[config.mk]
export PLATFORM = sky130hd
export DESIGN_NAME = dogx_mode_sequencer
export DESIGN_NICKNAME = d
export VERILOG_FILES = /design/src/rtl/dogx_mode_sequencer.sv
export SDC_FILE = /design/constraint.sdc
export NUM_CORES = 1
export LEC_CHECK = 0
export CAP_MARGIN = 20
export CORE_MARGIN = 2
export CORE_UTILIZATION = 40
export DETAILED_ROUTE_END_ITERATION = 10
export DONT_BUFFER_PORTS = 1
export SKIP_LAST_GASP = 1
export SYNTH_ARGS = -nofsm -noshare
export SYNTH_HDL_FRONTEND = slang
export SYNTH_SLANG_ARGS = --single-unit
export TNS_END_PERCENT = 30
[constraint.sdc]
create_clock -name CLK_24M -period 4.81 [get_ports CLK_24M]
set_input_delay 1.2025 -clock CLK_24M [delete_from_list [all_inputs] [get_ports CLK_24M]]
set_output_delay 1.2025 -clock CLK_24M [all_outputs]
set_load 0.01 [all_outputs]
[src/rtl/dogx_mode_sequencer.sv]
// Purpose: glitch-free DOGX mode/threshold change (mute, clear noise shaper, settle, unmute); optional DOGX_SEQ_SKIP_SAME_EN skips no-op requests.
// Latency: accept-to-done = cycles to first enable_3M + (SETTLE_FRAMES+2) frames; 1 cycle for reject or skip.
// Backpressure: req_ready is high only in IDLE; req_valid outside IDLE is ignored, never queued.
module dogx_mode_sequencer #(
  parameter int unsigned SETTLE_FRAMES = 16,
  parameter logic [8:0]  DEF_TH_HIGH   = 9'd200,
  parameter logic [8:0]  DEF_TH_LOW    = 9'd100,
  parameter logic [4:0]  DEF_MASK      = 5'd0
) (
  input  logic       CLK_24M,
  input  logic       reset,
  input  logic       enable_3M,
  input  logic       req_valid,
  output logic       req_ready,
  input  logic       req_mode,
  input  logic [8:0] req_th_high,
  input  logic [8:0] req_th_low,
  input  logic [4:0] req_timeout_mask,
  output logic       operation_mode,
  output logic [8:0] alpha_th_high,
  output logic [8:0] alpha_th_low,
  output logic [4:0] alpha_timeout_mask,
  output logic       ns_clear,
  output logic       output_mute,
  output logic       busy,
  output logic       done,
  output logic       req_err
);

  typedef enum logic [2:0] {IDLE, ALIGN, MUTE, SETTLE, UNMUTE} state_t;

  localparam logic [7:0] LAST_FRAME = 8'(SETTLE_FRAMES - 1);

  state_t     state_q, state_nxt;
  logic [7:0] frame_cnt, frame_cnt_nxt;

  logic       sh_mode, sh_mode_nxt;
  logic [8:0] sh_th_high, sh_th_high_nxt;
  logic [8:0] sh_th_low, sh_th_low_nxt;
  logic [4:0] sh_mask, sh_mask_nxt;

  logic       mode_nxt;
  logic [8:0] th_high_nxt, th_low_nxt;
  logic [4:0] mask_nxt;
  logic       ns_clear_nxt, output_mute_nxt, done_nxt, req_err_nxt;
  logic       req_ready_nxt, busy_nxt;

  logic accept, th_bad, same_cfg;

  assign accept = req_valid && req_ready;
  assign th_bad = req_th_low > req_th_high;

`ifdef DOGX_SEQ_SKIP_SAME_EN
  assign same_cfg = (req_mode == operation_mode) && (req_th_high == alpha_th_high) &&
                    (req_th_low == alpha_th_low) && (req_timeout_mask == alpha_timeout_mask);
`else
  assign same_cfg = 1'b0;
`endif

  // State and every output are registered here; the two comb blocks below compute next values.
  always_ff @(posedge CLK_24M) begin
    if (reset) begin
      state_q            <= IDLE;
      frame_cnt          <= 8'd0;
      sh_mode            <= 1'b0;
      sh_th_high         <= DEF_TH_HIGH;
      sh_th_low          <= DEF_TH_LOW;
      sh_mask            <= DEF_MASK;
      operation_mode     <= 1'b0;
      alpha_th_high      <= DEF_TH_HIGH;
      alpha_th_low       <= DEF_TH_LOW;
      alpha_timeout_mask <= DEF_MASK;
      ns_clear           <= 1'b0;
      output_mute        <= 1'b0;
      done               <= 1'b0;
      req_err            <= 1'b0;
      req_ready          <= 1'b1;
      busy               <= 1'b0;
    end else begin
      state_q            <= state_nxt;
      frame_cnt          <= frame_cnt_nxt;
      sh_mode            <= sh_mode_nxt;
      sh_th_high         <= sh_th_high_nxt;
      sh_th_low          <= sh_th_low_nxt;
      sh_mask            <= sh_mask_nxt;
      operation_mode     <= mode_nxt;
      alpha_th_high      <= th_high_nxt;
      alpha_th_low       <= th_low_nxt;
      alpha_timeout_mask <= mask_nxt;
      ns_clear           <= ns_clear_nxt;
      output_mute        <= output_mute_nxt;
      done               <= done_nxt;
      req_err            <= req_err_nxt;
      req_ready          <= req_ready_nxt;
      busy               <= busy_nxt;
    end
  end

  always_comb begin
    state_nxt = state_q;
    case (state_q)
      IDLE:    if (accept && !th_bad && !same_cfg) state_nxt = ALIGN;
      ALIGN:   if (enable_3M) state_nxt = MUTE;
      MUTE:    if (enable_3M) state_nxt = SETTLE;
      SETTLE:  if (enable_3M && (frame_cnt == LAST_FRAME)) state_nxt = UNMUTE;
      UNMUTE:  if (enable_3M) state_nxt = IDLE;
      default: state_nxt = IDLE;
    endcase
  end

  always_comb begin
    frame_cnt_nxt   = frame_cnt;
    sh_mode_nxt     = sh_mode;
    sh_th_high_nxt  = sh_th_high;
    sh_th_low_nxt   = sh_th_low;
    sh_mask_nxt     = sh_mask;
    mode_nxt        = operation_mode;
    th_high_nxt     = alpha_th_high;
    th_low_nxt      = alpha_th_low;
    mask_nxt        = alpha_timeout_mask;
    ns_clear_nxt    = ns_clear;
    output_mute_nxt = output_mute;
    done_nxt        = 1'b0;
    req_err_nxt     = 1'b0;

    if (accept) begin
      sh_mode_nxt    = req_mode;
      sh_th_high_nxt = req_th_high;
      sh_th_low_nxt  = req_th_low;
      sh_mask_nxt    = req_timeout_mask;
    end

    case (state_q)
      IDLE: begin
        if (accept && th_bad) req_err_nxt = 1'b1;
        else if (accept && same_cfg) done_nxt = 1'b1;
      end
      ALIGN: begin
        if (enable_3M) output_mute_nxt = 1'b1;
      end
      // Config switches only while muted, together with the noise-shaper clear.
      MUTE: begin
        if (enable_3M) begin
          mode_nxt      = sh_mode;
          th_high_nxt   = sh_th_high;
          th_low_nxt    = sh_th_low;
          mask_nxt      = sh_mask;
          ns_clear_nxt  = 1'b1;
          frame_cnt_nxt = 8'd0;
        end
      end
      SETTLE: begin
        if (enable_3M) begin
          frame_cnt_nxt = frame_cnt + 8'd1;
          if (frame_cnt == LAST_FRAME) ns_clear_nxt = 1'b0;
        end
      end
      UNMUTE: begin
        if (enable_3M) begin
          output_mute_nxt = 1'b0;
          done_nxt        = 1'b1;
        end
      end
      default: begin
        output_mute_nxt = 1'b0;
        ns_clear_nxt    = 1'b0;
      end
    endcase

    req_ready_nxt = (state_nxt == IDLE);
    busy_nxt      = (state_nxt != IDLE);
  end

endmodule

==> metrics <==
number of port buffers=0; CTS root buf=clkbuf_8; initial DRC count=85; Peak supply drop=approximately 200 uV; clock sink count=65; CTS tree=done; top_reg_cell synth=dfxtp_1; ANT cells=0; Die Footprint=0.00728 mm^2; DP Wirelength=3870 um; Data required, critical path=5.04 ns; Hold Buf Count CTS=0; pwr dens=about 420 mW/mm^2; setup TNS=0 ns; DR pass1 iterations=4; Worst Tran Pin Value=0.955 ns; Top Metal Used=met4; status=finished, final reports clean; number of global-route vias before repair=1969; routability cong.=between 0.7 and 0.8; maximum clock path buffer count=2; initial antenna violation count=0; Max Cap Violations=0; most common cell after layout, fill and taps aside=nand2_1; drt total wl=5820 um; DR WL/cell=14.5 um; row count=29; CP arrival=approximately 2.7 ns; Placed Area=about 0.0027 mm^2; io pins=58; relative slew slack=between 30 and 40%; global route total overflow=0; Post-synth ARST share=0%; met2 routed WL=~2700 um; leakage power=1.14 nW; Syn Nets=365; height of the die=85.3 um; met3 wire len=440 um; clock slew at reported path FFs=0.07 ns; DRT antenna net count=0; Max Clk Rate=415 MHz; drt drc=0; DR vias=2088; CP endpoint kind=flip-flop; core area=0.00639 mm^2; Post-synth EDFFs=0; Final Critical Period=2.41 ns; clk_lat worst skew=roughly 0.34 ns; WS Path Type=input pin to flip-flop; commonest cells after routing, fill and taps aside=nand2_1, dfxtp_1, a21oi_1, nor2_1; register area share after synthesis=49.2%; HP Class=flip-flop to flip-flop; post_cts resized=0; Worst Path Max Fanout=3; CP Launch Type=input pin; post-synthesis register bit count=65; Vias/cell=5.19; post-CTS setup buffers=0; htree depth=3; largest net degree at the start of global routing=48; Tot GR Track Use=17.2%; area growth from synthesis to layout=9.08%; Yosys warnings=0; Final Skew=between 0.006 and 0.007 ns; Final Hold Viols=0; Tcrit/Tclk final=50.2%; final setup violation count=0; Cell variety after synth=41; first-pass GRT wire length=approximately 9800 um; post-synthesis instance total=327; layout cells sized above 1=6.46%; Inserted Clock Buffers=9; initial core utilization=41.4%; Die Wd=85.3 um; Mapped Area=about 0.0026 mm^2; met1 WL=2590 um; fin area=between 0.002 and 0.003 mm^2; final-stage net count=~360; Final Max Tran Viols=0; RSZ-0062 raised after global routing=false; Syn Area/Cell=between 8 and 9 um^2
## cells by family after synthesis
| kind of cell | after synthesis | share of synthesized area, % |
|---|---|---|
| and+or+nand+nor | 155 | 25.8 |
| DFF | 65 | 49.2 |
| AOI/OAI and AO/OA | 63 | 13.6 |
| buffers and inverters | 29 | 4.92 |
| adders and majority gates | 10 | 4.73 |
| xor gates and xnor gates | 4 | 1.32 |
| muxes | 1 | 0.378 |
## synth_stat cells (all sizes together), types with 5 or more instances
cell type	count	area, um^2
nand2	105	397
dfxtp	65	1300
a21oi	43	215
nor2	15	71.3
inv	12	45.0
clkbuf	10	37.5
ha	10	125
nand3	10	50.1
buf	7	47.5
o21ai	6	30.0
nand4	5	31.3
## critical path, cell delays in order
cell	delay (ns)
inv_1	0.05
ha_1	0.31
nand4_1	0.13
nor3_1	0.28
a2111oi_2	0.09
o311a_1	0.37
or2_1	0.22
## state kept, by name (all words and copies together), names as in the netlist
| name | flops |
|---|---|
| alpha_th_low | 9 |
| alpha_th_high | 9 |
| operation_mode | 1 |
| sh_th_low | 9 |
| sh_mask | 5 |
| ns_clear | 1 |
| req_err | 1 |
| req_ready | 1 |
| state_q | 3 |
| busy | 1 |
| sh_th_high | 9 |
| alpha_timeout_mask | 5 |
| done | 1 |
| sh_mode | 1 |
| output_mute | 1 |
| frame_cnt | 8 |
## final timing paths
kind	start	endpoint	slack, ns	cells past startpoint
max	req_th_high[6]	busy	2.40	7
min	sh_th_high[0]	alpha_th_high[0]	0.44	2
max reg2reg	state_q[2]	frame_cnt[7]	2.78	4
min reg2reg	sh_th_high[0]	alpha_th_high[0]	0.44	2
## power by group
part | total, mW | switching (mW) | internal [mW] | leakage [nW]
Sequential | 0.594 | 0.0252 | 0.569 | 0.530
Clock | 0.531 | 0.199 | 0.332 | 0.116
Combinational | 0.0999 | 0.0621 | 0.0377 | 0.494
Total | 1.22 | 0.286 | 0.938 | 1.14
## per-stage QoR
stage	hold slack [ns]	setup slack [ns]	power (mW)	util, %	instances
2_1_floorplan	0.432	2.17	0.692	-	327
3_3_place_gp	0.433	2.06	0.704	41.6	387
3_5_place_dp	0.437	2.02	0.707	41.6	387
4_1_cts	0.446	2.38	1.23	45.2	402
5_1_grt	0.464	2.23	1.28	45.2	402
6_report	0.444	2.40	1.22	45.2	402
## metal layers
metal / vias to the layer above / global-route usage [%]
met1: 957 / 21.4
li1: 1071 / -
met2: 47 / 25.9
met4: 0 / 8.66
met5: - / 0
met3: 13 / 6.91
## final cells by class
type                            count  area, um^2
Fill cell                         660        3500
Sequential cell                    65        1300
Multi-Input combinational cell    233        1210
Clock buffer                       13         169
Tap cell                           77        96.3
Clock inverter                      2        60.1
Inverter                           12        45.0
Power figures use the tool's default switching activity.
